## config.mk

```make
export PLATFORM = sky130hd
export DESIGN_NAME = asym_fifo_ctrl
export DESIGN_NICKNAME = d
export VERILOG_FILES = /design/src/rtl/asym_fifo_pkg.sv /design/src/rtl/asym_fifo_ctrl.sv
export SDC_FILE = /design/constraint.sdc
export NUM_CORES = 1
export LEC_CHECK = 0
export CAP_MARGIN = 20
export CELL_PAD_IN_SITES_DETAIL_PLACEMENT = 0
export CELL_PAD_IN_SITES_GLOBAL_PLACEMENT = 1
export CORE_UTILIZATION = 33
export DETAILED_ROUTE_END_ITERATION = 7
export PLACE_DENSITY = 0.87
export SETUP_SLACK_MARGIN = 0.02
export SLEW_MARGIN = 15
export SYNTH_ARGS = -nofsm -noshare
export SYNTH_HDL_FRONTEND = slang
export SYNTH_SLANG_ARGS = --single-unit
export TNS_END_PERCENT = 30
```

## constraint.sdc

```tcl
create_clock -name clk -period 2.25 [get_ports clk]
set_input_delay 0.45 -clock clk [delete_from_list [all_inputs] [get_ports clk]]
set_output_delay 0.45 -clock clk [all_outputs]
set_load 0.005 [all_outputs]
```

## src/rtl/asym_fifo_pkg.sv

```systemverilog
// Shared constants and types for the asymmetric FIFO controller.
// A write stores one double-width word as two consecutive entries; a read
// pops one single-width entry, so the two pointers advance at different rates.
package asym_fifo_pkg;

    // Default storage address width; modules may override it with their own parameter.
    localparam int ADDR_WIDTH = 3;
    localparam int DEPTH      = 2 ** ADDR_WIDTH;

    // Entries consumed per accepted write / read.
    localparam int WR_STEP = 2;
    localparam int RD_STEP = 1;

    // One extra MSB on the pointers tells a full FIFO from an empty one.
    typedef logic [ADDR_WIDTH:0]   ptr_t;
    typedef logic [ADDR_WIDTH-1:0] addr_t;

endpackage : asym_fifo_pkg

```

## src/rtl/asym_fifo_ctrl.sv

```systemverilog
// Pointer and flag controller for the asymmetric FIFO.
// Drives the register-file storage's w_en / w_addr / r_addr and reports
// occupancy, full and empty. All outputs are combinational from the two
// pointer registers and the request inputs.
// Optional feature: define ASYM_FIFO_ERR_EN to add a sticky 'err' output that
// flags any write attempted while full or read attempted while empty.
module asym_fifo_ctrl
    import asym_fifo_pkg::*;
#(
    parameter int ADDR_WIDTH = asym_fifo_pkg::ADDR_WIDTH
) (
    input  logic                  clk,
    input  logic                  reset,
    input  logic                  wr,
    input  logic                  rd,
    output logic                  w_en,
    output logic [ADDR_WIDTH-1:0] w_addr,
    output logic [ADDR_WIDTH-1:0] r_addr,
    output logic                  full,
    output logic                  empty,
    output logic [ADDR_WIDTH:0]   occupancy
`ifdef ASYM_FIFO_ERR_EN
    ,
    output logic                  err
`endif
);

    // Local pointer type follows the module parameter, not the package default.
    typedef logic [ADDR_WIDTH:0] ctrl_ptr_t;

    // Full as soon as fewer than two entries are free: a write needs two.
    localparam ctrl_ptr_t FULL_LIMIT = ctrl_ptr_t'((2 ** ADDR_WIDTH) - 2);
    localparam ctrl_ptr_t WR_INC     = ctrl_ptr_t'(WR_STEP);
    localparam ctrl_ptr_t RD_INC     = ctrl_ptr_t'(RD_STEP);

    ctrl_ptr_t wptr;
    ctrl_ptr_t rptr;
    logic      wr_ok;
    logic      rd_ok;

    // Flags and addresses straight from the pointers; modular subtraction
    // handles wrap-around because both pointers carry the extra MSB.
    assign occupancy = wptr - rptr;
    assign empty     = (occupancy == '0);
    assign full      = (occupancy > FULL_LIMIT);
    assign w_addr    = wptr[ADDR_WIDTH-1:0];
    assign r_addr    = rptr[ADDR_WIDTH-1:0];

    // Each request is judged against this cycle's flags only; a same-cycle
    // read does not make room for a write, nor a write supply a read.
    assign wr_ok = wr & ~full;
    assign rd_ok = rd & ~empty;
    assign w_en  = wr_ok;

    // Write pointer: advances by one double-width word (two entries).
    always_ff @(posedge clk or posedge reset) begin
        // NOTE: state registers use non-blocking assignments so every flop
        // samples pre-edge values regardless of block ordering.
        if (reset) begin
            wptr <= '0;
        end else if (wr_ok) begin
            wptr <= wptr + WR_INC;
        end
    end

    // Read pointer: advances by one entry.
    always_ff @(posedge clk or posedge reset) begin
        if (reset) begin
            rptr <= '0;
        end else if (rd_ok) begin
            rptr <= rptr + RD_INC;
        end
    end

`ifdef ASYM_FIFO_ERR_EN
    // Sticky error: set by any rejected request, cleared only by reset.
    always_ff @(posedge clk or posedge reset) begin
        if (reset) begin
            err <= 1'b0;
        end else if ((wr & full) | (rd & empty)) begin
            err <= 1'b1;
        end
    end
`endif

endmodule : asym_fifo_ctrl
```

---- After elaboration in Yosys (flattened, before gate mapping) ----
Cells that the tools add are included.
word-level totals
  register bits ........................... 8
  output and inout bits ................... 13
operators by class
  add/subtract/negate cells ............... 3
  order comparisons ....................... 1
  bitwise operators ....................... 4
  reductions and logical operators ........ 1
operators with widths
  kind                                                                  count
  4-bit by 1-bit adder with 4-bit output, second input constant         1
  4-bit by 2-bit adder with 4-bit output, second input constant         1
  4-bit by 3-bit > comparator with 1-bit output, second input constant  1
  4-bit zero test                                                       1
  4-bit subtractor                                                      1
  1-bit AND                                                             2
  1-bit NOT                                                             2

---- Depth between registers and ports, before layout ----
Gate-level depths: netlist of run 1.
  depth in word-level cells ............... 4
  gate-level depth with buffers ........... 8
  gate-level depth less buffers ........... 8

---- Worst setup path after synthesis of run 1 ----
OpenSTA, ideal clock, no wires.
  path type ............................... register to output
  start point ............................. reg wptr[1]
  end point ............................... out w_en
  arrival ................................. 1.588 ns
  path slack .............................. 0.212 ns
  cell stages (with the launch flop) ...... 6
  path buffers ............................ 0
  path through ............................ dfrtp_1 -> inv_1 -> fa_1 -> xor2_1 -> or3_4 -> and3_4
between the ends
  longest elaborated chain between the ends .. 4
RTL lines
  what                                           line                  source
  start, declared                                asym_fifo_ctrl.sv:36  ctrl_ptr_t wptr;
  start signal, assigned                         asym_fifo_ctrl.sv:62  wptr <= wptr + WR_INC;
  4-bit subtractor                               asym_fifo_ctrl.sv:43  assign occupancy = wptr - rptr;
  4-bit by 3-bit > comparator with 1-bit output  asym_fifo_ctrl.sv:45  assign full = (occupancy > FULL_LIMIT);
  1-bit NOT                                      asym_fifo_ctrl.sv:51  assign wr_ok = wr & ~full;
  1-bit AND                                      asym_fifo_ctrl.sv:51
  end, declared                                  asym_fifo_ctrl.sv:16  output logic w_en,
No other way between the ends.

---- Worst setup path after layout of run 1 ----
Ends and elaborated chain as after synthesis.

==> flow_summary.yaml, run 1 <==
timing:
  post-route-min-period_ns: 2.32
  grt_setup_unrepaired: "yes"
  hold-worst-slack_ns: 0.433
  finalHoldViolCount: 0
  max_freq_mhz: 431
  skew_ns: 0.00316
  slew_violations: 0
  setup_tns_ns: -0.128
  fin_crit_sh_pct: 103
  setup-violations-final: 2
  finalWorstSetupSlack_ns: -0.0714
drt:
  num_vias: 463
  wirelength_um: 1150
  viasPerCell: 4.58
  dr.first_iter.drc_count: 10
  first_pass_iters: 2
  drc_errors: 0
  drtAntennaViolNets: 0
  wl_per_cell_um: 11.4
floorplan:
  core-area_um2: 1540
  ios: 17
  die_y_um: 43.3
  fp.dieW_um: 43.3
  die-area_um2: 1870
  std_cell_rows: 14
  start_util_pct: 36.4
synthesis:
  avgSynthCellArea_um2: 10.0
  yosysUniqueCellTypes: 25
  ys_warn_count: 0
  ys_ff_latch: 7
  synth_nets: 67
  synthTopCellsByArea: "dfrtp_1, ha_1, buf_4, xnor2_1, inv_1"
  syn_area_um2: 562
  synth_top_area_share_pct: 31.2
  postSynthCellCount: 56
  seq_area_frac_synth_pct: 31.2
  yosysTopAreaCell: "dfrtp_1"
final_layout:
  stdcell_count: 101
  fill_cells: 146
  diodes: 0
  syn_to_final_growth_pct: 60.4
  final_common_cell: "buf_4"
  multi_input_area_um2: 363
  drive_gt1_share_pct: 47.1
  final_util_pct: 58.4
  layout.area.seq_um2: 175
  nNetsFinal: 97
  layout_common_cells: "buf_4, clkdlybuf4s50_1, dfrtp_1, inv_2, xnor2_1"
critical_path:
  crit_chain: "buf_6, ha_4, inv_2, ha_4, or3_4, and3_4, buf_6"
  cp.arrival_ns: 1.87
  start_kind: "flip-flop"
  regToRegSetupSlack_ns: 0.19
  cp_max_fo: 3
  worstRegToRegCells: 8
  cp.required_ns: 1.80
  r2r_start: "wptr[1]$_DFFE_PP0P_"
  crit_type: "flip-flop to output port"
  slowest_delay_ns: 0.39
  crit_slowest_cell: "dfrtp_1"
  crit_path_end: "w_en"
  end_kind: "output port"
  startpoint: "wptr[1]$_DFFE_PP0P_"
  rr_endpoint: "wptr[2]$_DFFE_PP0P_"
clocking:
  clk_pin_slew_ns: 0.05
  clk_latency_ns: 0.25
  cts.sinks: 7
  tritoncts: "yes"
  cts_buffer_depth: 2
  hold_buffers: 0
  numCtsBuffers: 3
  htree_levels: 1
  root_buffer: "clkbuf_4"
grt:
  grt_pass1_wl_um: 1970
  grt_pass1_vias: 459
  grt_usage_pct: 14.9
  grt_max_degree: 8
  gr-total-overflow: 0
  antenna_found_initial: 0
placement:
  placedCellCount: 93
  port_buffers: 15
  hpwl_um: 889
  place.gp.congestion: 0.758
job:
  cap_violations: 0
status:
  status: "complete, but fails checks"
  violations: "negative setup slack"
min_path:
  hp-class: "primary input to asynchronous set/reset pin"
[sequential cells by signal, indices dropped and copies added, names as in the netlist]
signal	count
wptr	3
rptr	4
[how the worst min path moves through the flow]
stage                             start             endpoint  slack [ns]  cells past startpoint
floorplan                         reset  rptr[0]$_DFFE_PP0P_        0.25                      1
global placement    wptr[3]$_DFFE_PP0P_  wptr[3]$_DFFE_PP0P_        0.50                      2
detailed placement  wptr[3]$_DFFE_PP0P_  wptr[3]$_DFFE_PP0P_        0.51                      2
CTS                               reset  rptr[3]$_DFFE_PP0P_        0.43                      2
global route                      reset  wptr[1]$_DFFE_PP0P_        0.45                      2
finish                            reset  rptr[0]$_DFFE_PP0P_        0.43                      2
[cell usage after synthesis]
cell type	n
buf_4	7
o21ai_2	1
ha_1	6
o211a_1	1
mux2_1	1
and3_4	1
nand3_1	1
a21oi_1	1
fa_1	1
nand2_2	1
mux2_4	1
or3_4	1
dfrtp_1	7
a31oi_1	1
xor2_1	2
xnor2_1	5
inv_1	8
nand3b_1	1
nor2_1	1
o21ai_0	1
nand2_1	3
nand4_1	1
conb_1	1
inv_2	1
xnor2_2	1
[critical path, delay by kind of cell (launching register included)]
family	cells	cell delay [ns]
flops	1	0.39
simple gates	2	0.55
buf+inv	3	0.28
fa+ha+maj	2	0.40
[metal layers]
| layer | GRT usage, % | wire length (um) | vias up |
|---|---|---|---|
| li1 | - | - | 226 |
| met1 | 18.8 | 513 | 225 |
| met2 | 23.3 | 591 | 12 |
| met3 | 2.55 | 50 | 0 |
| met4 | 9.09 | 0 | 0 |
| met5 | 0 | 0 | - |
[timing repair]
| action | 4_1_cts | 5_1_grt |
|---|---|---|
| setup buffers | 4 | 0 |
| endpoints found under the setup margin | 5 | 6 |
| gates resized for setup | 26 | 3 |
| pin swaps | 6 | 3 |
[cell families after synthesis]
kind of cell               count (synthesis)  share of synthesized area (%)
muxes                                      2                           4.68
adders and majority gates                  7                           16.9
other                                      1                          0.668
buffers and inverters                     16                           15.4
xor gates and xnor gates                   8                           13.8
and+or+nand+nor                           10                           11.1
AOI/OAI and AO/OA                          5                           6.24
DFF                                        7                           31.2
[layout make-up]
class | count | area share, %
Multi-Input combinational cell | 33 | 40.3
Sequential cell | 7 | 19.4
Inverter | 9 | 3.75
Clock buffer | 4 | 2.92
Timing Repair Buffer | 32 | 31.4
Tap cell | 16 | 2.22
[per-stage QoR]
| step | setup WS [ns] | cell area (um^2) |
|---|---|---|
| detailed placement | -0.196 | 777 |
| CTS | -0.0979 | 891 |
| finish | -0.0714 | 901 |
| global route | -0.151 | 901 |
| floorplan | 0.212 | 562 |
| global placement | -0.160 | 777 |
Power of run 1 is not shown: default switching activity piles up to over one toggle a cycle in this logic, so the estimate is an artifact.
==> inputs of run 2 (changes only) <==
- CORE_UTILIZATION: 33 -> 35
- CTS_BUF_LIST: default -> sky130_fd_sc_hd__clkbuf_4
- PLACE_DENSITY: 0.87 -> 0.91
==> flow_summary.yaml, run 2 (same netlist as run 1, synthesis figures left out) <==
grt:
  grt_pass1_wl_um: 1880
  gr-total-overflow: 0
  antenna_found_initial: 0
  grt_max_degree: 8
  grt_usage_pct: 14.1
  grt_pass1_vias: 479
drt:
  m1WireLength_um: 507
  wl_per_cell_um: 11.1
  met3_length_um: 51
  viasPerCell: 4.49
  drc_errors: 0
  drtAntennaViolNets: 0
  dr.first_iter.drc_count: 2
  first_pass_iters: 2
  num_vias: 462
  wl_met2_um: 589
  wirelength_um: 1150
  highest_layer: "met3"
timing:
  max_freq_mhz: 429
  post-route-min-period_ns: 2.33
  setup-violations-final: 2
  hold-worst-slack_ns: 0.435
  skew_ns: 0.000293
  finalHoldViolCount: 0
  finalWorstSetupSlack_ns: -0.0831
  fin_crit_sh_pct: 104
  slew_violations: 0
  grt_setup_unrepaired: "yes"
final_layout:
  top_register: "rptr"
  drive_gt1_share_pct: 51.7
  fin_area_um2: 905
  diodes: 0
  multi_input_area_um2: 350
  syn_to_final_growth_pct: 61.0
  final_common_cell: "buf_4"
  fill_cells: 127
  nNetsFinal: 99
  largestRegisters: "rptr x4, wptr x3"
  largest_register_ffs: 4
  layout_common_cells: "buf_4, clkdlybuf4s50_1, dfrtp_1"
  layout.area.seq_um2: 175
job:
  cap_violations: 0
clocking:
  htree_levels: 1
  cts.sinks: 7
  clk_latency_ns: 0.24
  tritoncts: "yes"
  root_buffer: "clkbuf_4"
  numCtsBuffers: 3
  hold_buffers: 0
  clk_pin_slew_ns: 0.05
  cts_buffer_depth: 2
critical_path:
  end_kind: "output port"
  cp.arrival_ns: 1.88
  start_kind: "flip-flop"
  crit_type: "flip-flop to output port"
  cp.required_ns: 1.80
  cp_max_fo: 3
floorplan:
  fp.dieW_um: 42.1
  start_util_pct: 37.3
  die-area_um2: 1770
  core-area_um2: 1510
  ios: 17
  std_cell_rows: 14
  die_y_um: 42.1
status:
  violations: "negative setup slack"
  status: "complete, but fails checks"
placement:
  place_ws_ns: -0.186
  postPlaceCellArea_um2: 777
  port_buffers: 15
  hpwl_um: 838
  place.gp.congestion: 0.746
min_path:
  hp-class: "primary input to asynchronous set/reset pin"
run 2: final timing paths:
| check | cells after the start | slack, ns | from | endpoint |
|---|---|---|---|---|
| min in group clk | 2 | 0.53 | wptr[3]$_DFFE_PP0P_ | wptr[3]$_DFFE_PP0P_ |
| worst max register to register | 6 | 0.17 | wptr[1]$_DFFE_PP0P_ | wptr[2]$_DFFE_PP0P_ |
| worst max-delay path | 5 | -0.08 | wptr[1]$_DFFE_PP0P_ | w_en |
| max in group asynchronous | 2 | 1.60 | reset | rptr[0]$_DFFE_PP0P_ |
| worst min register to register | 2 | 0.53 | wptr[3]$_DFFE_PP0P_ | wptr[3]$_DFFE_PP0P_ |
| worst min-delay path | 2 | 0.44 | reset | rptr[2]$_DFFE_PP0P_ |
run 2: worst max-delay path: stages, from the launching register on:
cell,delay (ns)
dfrtp_1,0.42
inv_2,0.08
fa_2,0.43
or3_4,0.40
and3_4,0.19
buf_6,0.11
run 2: through the flow:
step	utilization, %	TNS [ns]	cells
3_5_place_dp	51.6	-0.508	93
3_3_place_gp	51.6	-0.419	93
6_report	60.0	-0.130	103
2_1_floorplan	-	0	56
4_1_cts	58.6	-0.187	101
5_1_grt	60.0	-0.298	103
run 2: routing by layer:
layer  vias up  GRT usage [%]
li1        235              -
met1       214           17.0
met2        13           25.3
met3         0           3.02
met4         0           3.75
met5         -              0
run 2: final cells by class:
class / instances / share of cell area [%]
multi-input cells: 33 / 38.7
clock buffers: 4 / 3.32
flip-flops and latches: 7 / 19.4
inverters: 9 / 3.73
repair buffers: 34 / 32.6
well taps: 16 / 2.21
run 2: repair_timing:
item,in CTS,in global routing
resized for setup,28,6
buffers inserted,4,2
cloned,0,0
pin swaps,8,6
setup endpoints to repair,5,5
Power of run 2 is left out for the same reason.
